--- src/rtl/regfile_cmd_master_pkg.sv ---
// Shared encodings for the register-file command master: op codes, FSM states, default widths.
package regfile_cmd_pkg;

    localparam int DATA_W_DEF = 8;
    localparam int ADDR_W_DEF = 3;

    localparam logic [1:0] OP_READ  = 2'b00;
    localparam logic [1:0] OP_WRITE = 2'b01;
    localparam logic [1:0] OP_COPY  = 2'b10;
    localparam logic [1:0] OP_SWAP  = 2'b11;

    typedef enum logic [2:0] {
        IDLE = 3'd0,
        RD_A = 3'd1,
        RD_B = 3'd2,
        WR_B = 3'd3,
        WR_A = 3'd4,
        RESP = 3'd5
    } fsmStateT;

endpackage

--- src/rtl/regfile_cmd_master.sv ---
// Command-driven READ/WRITE/COPY/SWAP initiator for the register file.
// SWAP support is built only when REGFILE_CMD_MASTER_SWAP_EN is defined; otherwise op 11 answers with rsp_err.
module regfile_cmd_master
    import regfile_cmd_pkg::*;
#(
    parameter int DATA_W = DATA_W_DEF,
    parameter int ADDR_W = ADDR_W_DEF
) (
    input  logic              clk,
    input  logic              Reset,
    input  logic              cmd_valid,
    output logic              cmd_ready,
    input  logic [1:0]        cmd_op,
    input  logic [ADDR_W-1:0] cmd_ra,
    input  logic [ADDR_W-1:0] cmd_rb,
    input  logic [DATA_W-1:0] cmd_data,
    output logic              rsp_valid,
    input  logic              rsp_ready,
    output logic [DATA_W-1:0] rsp_data,
    output logic              rsp_err,
    output logic              busy,
    output logic [ADDR_W-1:0] ReadRegNum,
    input  logic [DATA_W-1:0] ReadData,
    output logic [ADDR_W-1:0] WriteRegNum,
    output logic [DATA_W-1:0] WriteData,
    output logic              RegWrite
);

    fsmStateT          state;
    logic [1:0]        opR;
    logic [ADDR_W-1:0] raR;
    logic [ADDR_W-1:0] rbR;
    logic [DATA_W-1:0] dataR;
    logic [DATA_W-1:0] tmpA;
`ifdef REGFILE_CMD_MASTER_SWAP_EN
    logic [DATA_W-1:0] tmpB;
`endif

    // Handshake and status decodes taken straight from the state register.
    assign cmd_ready = (state == IDLE) && !Reset;
    assign busy      = (state != IDLE);

    // Command FSM with registered register-file and response outputs.
    always_ff @(posedge clk or posedge Reset) begin
        if (Reset) begin
            state       <= IDLE;
            opR         <= 2'b00;
            raR         <= '0;
            rbR         <= '0;
            dataR       <= '0;
            tmpA        <= '0;
`ifdef REGFILE_CMD_MASTER_SWAP_EN
            tmpB        <= '0;
`endif
            rsp_valid   <= 1'b0;
            rsp_data    <= '0;
            rsp_err     <= 1'b0;
            ReadRegNum  <= '0;
            WriteRegNum <= '0;
            WriteData   <= '0;
            RegWrite    <= 1'b0;
        end else begin
            RegWrite    <= 1'b0;
            WriteRegNum <= '0;
            WriteData   <= '0;
            case (state)
                IDLE: begin
                    if (cmd_valid) begin
                        opR        <= cmd_op;
                        raR        <= cmd_ra;
                        rbR        <= cmd_rb;
                        dataR      <= cmd_data;
                        ReadRegNum <= cmd_ra;
                        if (cmd_op == OP_WRITE) begin
                            state       <= WR_A;
                            RegWrite    <= 1'b1;
                            WriteRegNum <= cmd_ra;
                            WriteData   <= cmd_data;
                        end else begin
                            // An unsupported SWAP also spends one cycle here so its error answer keeps the 1-cycle latency.
                            state <= RD_A;
                        end
                    end else begin
                        state <= IDLE;
                    end
                end
                RD_A: begin
                    case (opR)
                        OP_READ: begin
                            tmpA      <= ReadData;
                            state     <= RESP;
                            rsp_valid <= 1'b1;
                            rsp_data  <= ReadData;
                            rsp_err   <= 1'b0;
                        end
                        OP_COPY: begin
                            tmpA        <= ReadData;
                            state       <= WR_B;
                            RegWrite    <= 1'b1;
                            WriteRegNum <= rbR;
                            WriteData   <= ReadData;
                        end
`ifdef REGFILE_CMD_MASTER_SWAP_EN
                        OP_SWAP: begin
                            tmpA       <= ReadData;
                            state      <= RD_B;
                            ReadRegNum <= rbR;
                        end
`endif
                        default: begin
                            state     <= RESP;
                            rsp_valid <= 1'b1;
                            rsp_data  <= '0;
                            rsp_err   <= 1'b1;
                        end
                    endcase
                end
`ifdef REGFILE_CMD_MASTER_SWAP_EN
                RD_B: begin
                    tmpB        <= ReadData;
                    ReadRegNum  <= raR;
                    state       <= WR_B;
                    RegWrite    <= 1'b1;
                    WriteRegNum <= rbR;
                    WriteData   <= tmpA;
                end
`endif
                WR_B: begin
`ifdef REGFILE_CMD_MASTER_SWAP_EN
                    if (opR == OP_SWAP) begin
                        state       <= WR_A;
                        RegWrite    <= 1'b1;
                        WriteRegNum <= raR;
                        WriteData   <= tmpB;
                    end else begin
                        state     <= RESP;
                        rsp_valid <= 1'b1;
                        rsp_data  <= tmpA;
                        rsp_err   <= 1'b0;
                    end
`else
                    state     <= RESP;
                    rsp_valid <= 1'b1;
                    rsp_data  <= tmpA;
                    rsp_err   <= 1'b0;
`endif
                end
                WR_A: begin
                    state     <= RESP;
                    rsp_valid <= 1'b1;
                    rsp_data  <= (opR == OP_WRITE) ? dataR : tmpA;
                    rsp_err   <= 1'b0;
                end
                RESP: begin
                    if (rsp_ready) begin
                        state     <= IDLE;
                        rsp_valid <= 1'b0;
                    end else begin
                        state <= RESP;
                    end
                end
                default: begin
                    state     <= IDLE;
                    rsp_valid <= 1'b0;
                end
            endcase
        end
    end

endmodule

--- config.mk ---
export PLATFORM = sky130hd
export DESIGN_NAME = regfile_cmd_master
export DESIGN_NICKNAME = d
export VERILOG_FILES = /design/src/rtl/regfile_cmd_master_pkg.sv /design/src/rtl/regfile_cmd_master.sv
export SDC_FILE = /design/constraint.sdc
export NUM_CORES = 1
export LEC_CHECK = 0
export ABC_AREA = 1
export CAP_MARGIN = 25
export CORE_ASPECT_RATIO = 1.75
export CORE_UTILIZATION = 49
export CTS_CLUSTER_DIAMETER = 120
export CTS_CLUSTER_SIZE = 20
export DETAILED_ROUTE_END_ITERATION = 16
export PLACE_DENSITY = 0.86
export SYNTH_ARGS = -nofsm -noshare
export SYNTH_HDL_FRONTEND = slang
export SYNTH_SLANG_ARGS = --single-unit
--- constraint.sdc ---
create_clock -name clk -period 1.79 [get_ports clk]
set_clock_uncertainty 0.1 [all_clocks]
set_input_delay 0.179 -clock clk [delete_from_list [all_inputs] [get_ports clk]]
set_output_delay 0.179 -clock clk [all_outputs]
set_load 0.01 [all_outputs]
# Word-level counts from Yosys, hierarchy flattened
# Index checks and enable logic that the tools add are counted.
[totals] ff_bits=49 inputBits=28 wordCells=61
[classes] n_eq_ne=9 mux=25 bitwise_logic=1 n_reduce_logical=14
[ops] op="2-to-1 mux 8 bit" n=4
[ops] op="one-hot mux 8 bit (2 select lines)" n=2
[ops] op="one-hot mux 8 bit (3 select lines)" n=1
[ops] op="2-to-1 mux 3 bit" n=7
[ops] op="one-hot mux 3 bit (4 select lines)" n=1
[ops] op="AND reduction 2 bit" n=4
[ops] op="== test 3 bit, second input constant" n=2
[ops] op="one-hot mux 1 bit (2 select lines)" n=3
[ops] op="one-hot mux 3 bit (2 select lines)" n=1
[ops] op="nonzero test 3 bit" n=2
[ops] op="2-to-1 mux 1 bit" n=5
[ops] op="== test 2 x 1 -> 1 bit, second input constant" n=2
[ops] op="!= test 2 bit, second input constant" n=2
[ops] op="one-hot mux 1 bit (4 select lines)" n=1
[ops] op="OR reduction 2 bit" n=2
[ops] op="== test 3 x 1 -> 1 bit, second input constant" n=1
[ops] op="== test 3 x 2 -> 1 bit, second input constant" n=1
[ops] op="zero test 3 bit" n=1
[ops] op="AND reduction 3 bit" n=1
[ops] op="== test 2 bit, second input constant" n=1
[ops] op="zero test 2 bit" n=1
[ops] op="nonzero test 2 bit" n=1
[ops] op="logical AND 1 bit" n=1
[ops] op="zero test 1 bit" n=1
[ops] op="inverter 1 bit" n=1

# Logic depth before layout (Yosys ltp)
# Gate-level depths: netlist of run 1.
[logic_depth] depth_word=4 depth_mapped=8

# Worst setup path after synthesis of run 1
# Ideal clock, no wire load.
[synth_timing] kind="flip-flop to flip-flop" from="reg state[1]" to="reg opR[1]" setup_time_ns=0.128 arrival_time_ns=1.047 required_time_ns=1.562 setup_slack_ns=0.515 path_stages_with_launch=6 path_cell_list="dfrtp_1 nor2_1 nand3_2 inv_4 buf_6 o21ai_0"
[synth_between] elab_chain_cells=2
[synth_lines] element="from (decl)" line_no="regfile_cmd_master.sv:29" text="fsmStateT state;"
[synth_lines] element="from (signal assigned)" line_no="regfile_cmd_master.sv:46" text="state <= IDLE;"
[synth_lines] element="from (signal assigned)" line_no="regfile_cmd_master.sv:75" text="state <= WR_A;"
[synth_lines] element="from (signal assigned)" line_no="regfile_cmd_master.sv:81" text="state <= RD_A;"
[synth_lines] element="zero test 3 bit" line_no="regfile_cmd_master.sv:66" text="case (state)"
[synth_lines] element="AND reduction 2 bit (no line)"
[synth_lines] element="to (signal assigned)" line_no="regfile_cmd_master.sv:69" text="opR <= cmd_op;"
[synth_lines] element="to (decl)" line_no="regfile_cmd_master.sv:30" text="logic [1:0] opR;"
# No other way between the ends.
# A chain may end at the register's enable or synchronous reset.

# Worst setup path in the final report of run 1
[layout_timing] from="reg state[1]" to="out cmd_ready"
[layout_between] elab_chain_cells=2
[layout_lines] element="zero test 3 bit" line_no="regfile_cmd_master.sv:40" text="assign cmd_ready = (state == IDLE) && !Reset;"
[layout_lines] element="logical AND 1 bit" line_no="regfile_cmd_master.sv:40"
[layout_lines] element="to (decl)" line_no="regfile_cmd_master.sv:12" text="output logic cmd_ready,"
# No other way between the ends.

==> out/qor.yml, run 1 <==
grt:
  grt_usage: 0.2487
  grt_busiest_layer: "met2"
  grt_max_degree: 35
  grt_use_met3: 0.05970
  grtUsageMet1: 0.2784
  grt_pass1_wl_um: 8804
  antenna_found_initial: 0
  met2_usage: 0.4188
  first_global_vias: 2004
  overflow: 0
logic_synthesis:
  netlist_instances: 279
  yosysTopAreaCell: "dfrtp_1"
  synth_edf_count: 0
  yosysWarnings: 0
  synth_area_mm2: 0.002250
  synth_ff_type: "dfrtp_1"
  synth_top_area_share: 0.5451
  ys_async_sr_fraction: 1.000
  synth_area_per_cell_um2: 8.063
  synthTopCellsByCount: "103 x nand2_1, 49 x dfrtp_1, 34 x inv_1"
  synthDistinctLibCells: 21
  synthTopCellsByArea: "dfrtp_1 55%, nand2_1 17%, inv_1 5.7%, nand3_1 5.1%, o21ai_0 4.9%"
  ys_ff_latch: 49
  yosysMostFrequentCell: "nand2_1"
  syn-num-nets: 307
  ys_seq_area_frac: 0.5451
cts:
  root_buffer: "clkbuf_8"
  path_clk_slew_ps: 90
  h-tree-depth: 2
  cts_tree: "done"
  cts_sinks: 49
  numCtsBuffers: 5
  cts.path.max_buffers: 2
  clkLatencyLatePin_ps: 310
  cts_hold_buf: 0
power:
  p_per_area_mw_per_mm2: 1591
  power_uw: 4736
  ir_drop_mv: 1.050
  leakagePower_uw: 0.001522
worst_setup_path:
  slowest_delay_ps: 460
  rr_worst_depth: 7
  worstPathRequired_ps: 1510
  r2r-end: "WriteData[2]$_DFF_PP0_"
  arrival_ps: 1370
  slowest_stage: "dfrtp_2"
  crit_path_end_kind: "output port"
  start_kind: "flip-flop"
  reg2reg_slack_ps: 240
  crit_type: "flip-flop to output port"
  worstReg2RegStart: "state[0]$_DFF_PP0_"
  crit_path_max_fanout: 5
  critical_path.cell_chain: "nor2_2 -> nand2_1 -> nor2_1 -> dlygate4sd2_1"
floorplan:
  initial_core_util: 0.5108
  core_area_mm2: 0.004404
  die_y_um: 91.64
  rows: 32
  die_w_um: 53.22
  die_area_mm2: 0.004877
  io_pins: 55
drt:
  drcViolationCount: 0
  postRouteAntennaNets: 0
  vias_per_cell: 5.031
  wirelength_um: 5068
  drt_iter0_drc: 64
  wl_per_cell_um: 12.90
  first_pass_iters: 4
  vias: 1977
cells_and_area:
  area_growth_pct: 32.31
  layout-drive-gt1-share: 0.09649
  diodes: 0
  fillers: 358
  nets: 369
timing:
  finalSetupViolations: 0
  slew_headroom: 0.7610
  worstMarginPinSlew_ps: 357.9
  fin_crit_sh: 0.9232
  fin_crit_ps: 1653
  hold_slack_ps: 102.5
  max_freq_mhz: 605.1
  drv_slew: 0
  finalHoldViolCount: 0
  finalSetupTns_ps: 0
  rsz0062_at_grt: "no"
status:
  outcome: "finished clean"
place:
  post-dp-hpwl_um: 3866
  place.gp.congestion: 0.8914
  io_buffers: 54
job:
  max-cap-violations: 0
worst_hold_path:
  hold_path_class: "input pin to async pin"
-- power breakdown --
part,switching [uW],internal [uW]
Sequential,236,1540
Clock,378,321
Combinational,1330,930
-- kinds of logic after synthesis --
family,synth area share
buffers and inverters,0.08788
DFF,0.5451
and+or+nand+nor,0.2898
AOI/OAI and AO/OA,0.07731
-- stage by stage --
step | setup WS, ps | util | cells | area, um2
floorplan | 338.2 | - | 279 | 2250
global placement | 200.8 | 0.6500 | 384 | 2863
detailed placement | 137.8 | 0.6500 | 384 | 2863
CTS | 13.55 | 0.6750 | 393 | 2973
global route | 70.69 | 0.6759 | 393 | 2977
finish | 137.5 | 0.6759 | 393 | 2977
-- how the worst max path moves through the flow --
stage,startpoint,endpoint,slack [ps],cells past startpoint
finish,state[1]$_DFF_PP0_,cmd_ready,140,4
global route,state[0]$_DFF_PP0_,WriteData[2]$_DFF_PP0_,70,7
CTS,state[2]$_DFF_PP0_,busy,10,3
detailed placement,state[1]$_DFF_PP0_,cmd_ready,140,4
global placement,state[1]$_DFF_PP0_,cmd_ready,200,4
floorplan,Reset,ReadRegNum[0]$_DFFE_PP0P_,340,1
-- final cells by class --
type                            count  area, um2  share of cell area
Clock inverter                      2      17.52            0.005885
Sequential cell                    49       1229              0.4128
Tap cell                           51      63.81             0.02144
Multi-Input combinational cell    186      828.3              0.2783
Timing Repair Buffer               62      614.3              0.2064
Clock buffer                        6      82.58             0.02774
Inverter                           37      141.4             0.04750
-- cells in the final DEF (no fill, tap or decap), types with 4 or more instances in the layout --
master	count
buf_4	7
clkbuf_8	6
clkdlybuf4s50_1	52
dfrtp_1	47
inv_1	32
inv_2	4
nand2_1	103
nand3_1	23
nor2_1	17
o21ai_0	22
o22ai_1	8
-- registers in the layout, indices dropped and copies added, names as in the netlist --
| signal | count |
|---|---|
| WriteData | 8 |
| dataR | 8 |
| rsp_data | 8 |
| tmpA | 8 |
| ReadRegNum | 3 |
| WriteRegNum | 3 |
| rbR | 3 |
| state | 3 |
| opR | 2 |
| RegWrite | 1 |
| rsp_err | 1 |
| rsp_valid | 1 |
-- repair_timing --
| item | CTS | global route |
|---|---|---|
| resized for setup | 4 | 2 |
| pin swaps | 0 | 0 |
| buffers inserted | 1 | 0 |
| gates cloned | 0 | 0 |
| endpoints found under the setup margin | 2 | 1 |
-- worst max-delay path: cells and delay by family, from the launching register on --
family | cells | cell delay, ps
buffers and inverters | 1 | 270
and+or+nand+nor | 3 | 340
DFF | 1 | 460
-- layer usage --
layer | wire (um) | up-vias
li1 | - | 991
met1 | 1987 | 917
met2 | 2734 | 57
met3 | 194 | 12
met4 | 152 | 0
met5 | 0 | -
Note: power is estimated with default switching activity, not from simulation.
==> run 2: changes to the inputs <==
Settings changed: CAP_MARGIN 25 to unset.
==> results of run 2 <==
No change in the layout: final DEF, timing and power equal those of run 1.
==> edit (flow settings as in run 1) <==
Set the package constant `ADDR_W_DEF` to 2 (it was 3).
--- a/src/rtl/regfile_cmd_master_pkg.sv
+++ b/src/rtl/regfile_cmd_master_pkg.sv
@@ -3,5 +3,5 @@
 
     localparam int DATA_W_DEF = 8;
-    localparam int ADDR_W_DEF = 3;
+    localparam int ADDR_W_DEF = 2;
 
     localparam logic [1:0] OP_READ  = 2'b00;
Interface: changed (resized ReadRegNum, WriteRegNum, cmd_ra and cmd_rb); port bits go from 55 to 51. The function was not compared with the original's and may differ.
==> edit against run 1 <==
Die area decreased by 3.7%. Sequential cell count shrank 3. Setup slack gained 0.054 ns. Total power shrank 5.8%. Clock power is 4.6% lower. Final cell count shrank 5.1%. Sequential power fell by 7%. Final area is 4.6% lower. Wire length fell by 8.0%. Area after synthesis shrank 3.8%.
==> edit: results (changes against run 1) <==
- The peak ir drop on the vdd network was 0.938 mV (-11%).
* Aggregate global routing overflow: 0 (unchanged)
- The worst hold path belongs to the class in -> async.
- Post-synth ARST share: 1.00 (unchanged)
- Cells resized by post-CTS repair: 3 (-1)
- Count of port buffers added during placement: 50 (-7.4%)
- Number of buffers inserted to repair setup after CTS: 2 (+1)
- The routed wirelength normalized by instance count is 12.5 µm (-3.1%).
- Total Nets Final: 349 (-5.4%)
- Number of DRC violations after detailed-routing iteration 0: 62 (-3.1%)
- Arrival @ worst endpoint: 1.32 ns (-0.05 ns)
- The transition time at the pin with the least slew margin is 0.346 ns (-0.0118 ns).
- The wire length of the first global-routing pass was 8000 µm (-9.1%).
- The total inserted antenna cells was 0 (unchanged).
- Detailed-placement wirelength estimate: 3460 µm (-11%)
- The largest driver fanout on the critical path was 5 (unchanged).
- Commonest cells in the netlist: 86 x sky130_fd_sc_hd__nand2_1, 46 x sky130_fd_sc_hd__dfrtp_1, 37 x sky130_fd_sc_hd__inv_1
* Clock slew at reported path FFs: 0.09 ns (about the same)
- The total clock buffers created by CTS was 5 (unchanged).
- The total routing resource utilization after global routing came to 0.229 (-0.0202).
* Routability congestion estimate: 0.859 (-3.6%)
- Mean number of vias per cell: 4.90 (-2.6%)
- Sequential cell area fraction in the yosys report: 0.532 (-0.0133)
- Buffers from clock root to sink, at most: 2 (unchanged)
* Avg Synthesized Cell Area: 8.14 µm² (+0.92%)
* Cell at the root of the clock tree: sky130_fd_sc_hd__clkbuf_8
- CTS H-Tree Depth: 2 (unchanged)
- The later pin in the worst-skew pair is clocked with a latency of roughly 0.3 ns.
* Number of antenna violations at the first check in global routing: 0 (unchanged)
- Post-route antenna net violation count: 0 (unchanged)
* Number of distinct library cells after synthesis: 20 (-4.8%)
- Pin count of the biggest net entering global routing: 47 (+34%)
* Fraction of layout cells with a size suffix above 1: 0.105 (+0.00845)
- Detailed-router iteration count before antenna repair: 4 (unchanged)
- Family of cells with the greatest summed delay on the critical path: flip-flops
* Count of placed standard cells including taps: 363 (-5.5%)
- Top area cells in the synthesized netlist: sky130_fd_sc_hd__dfrtp_1 53%, sky130_fd_sc_hd__nand2_1 15%, sky130_fd_sc_hd__inv_1 6.4%
- CP max-delay cell: sky130_fd_sc_hd__dfrtp_1
* Ys Warns: 0 (unchanged)
- Lkg Pwr: 1.45 nW (-4.8%)
- For this run, the leading register cell type out of synthesis is sky130_fd_sc_hd__dfrtp_1.
* Status: finished clean
- Slowest cell delay on critical path: 0.44 ns (-0.02 ns)
* Total via count in the routed design: 1827 (-7.6%)
* Number of filler cells placed in the layout: 339 (-5.3%)
* Syn_nets: 292 (-4.9%)
[edit: cells by family after synthesis]
| family | Yosys count | share of synthesized area |
|---|---|---|
| buffers and inverters | 50 | 0.100 |
| DFF | 46 | 0.532 |
| and+or+nand+nor | 136 | 0.280 |
| AOI/OAI and AO/OA | 34 | 0.0884 |
[edit: per-layer routing]
layer | up-vias | global-route usage | share of wire | wire (µm)
met3 | 10 | 0.0525 | 0.039 | 180
met5 | - | 0 | 0 | 0
met4 | 0 | 0.107 | 0.028 | 130
li1 | 939 | - | - | -
met1 | 836 | 0.272 | 0.40 | 1880
met2 | 42 | 0.376 | 0.53 | 2470
[edit: area by class of cell]
cell class                      count  share of cell area
Timing Repair Buffer               58               0.202
Sequential cell                    46               0.406
Clock buffer                        6              0.0291
Inverter                           42              0.0555
Clock inverter                      2             0.00441
Tap cell                           49              0.0216
Multi-Input combinational cell    170               0.281
[edit: per-stage QoR]
stage	setup WS, ns	power [mW]	cell area [µm²]
6_report	0.191	4.46	2840
5_1_grt	0.0853	4.85	2840
4_1_cts	0.0192	4.50	2840
3_5_place_dp	0.136	3.79	2730
3_3_place_gp	0.210	3.70	2730
2_1_floorplan	0.423	3.12	2160
[edit: where the power goes]
part / internal [mW] / switching (mW)
combinational: 0.874 / 1.28
clock: 0.311 / 0.356
sequential: 1.44 / 0.205
[edit: path summary, 6_finish.rpt]
check | startpoint | end | slack (ns) | depth (start not counted)
min in group clk | cmd_ra[0] | ReadRegNum[0] | 0.33 | 3
worst min-delay path | Reset | state[0] | 0.14 | 3
worst min register to register | rsp_data[4] | rsp_data[4] | 0.39 | 2
worst max-delay path | state[2] | cmd_ready | 0.19 | 4
max in group asynchronous | Reset | rsp_err | 1.22 | 3
worst max register to register | state[1] | WriteData[0] | 0.24 | 6
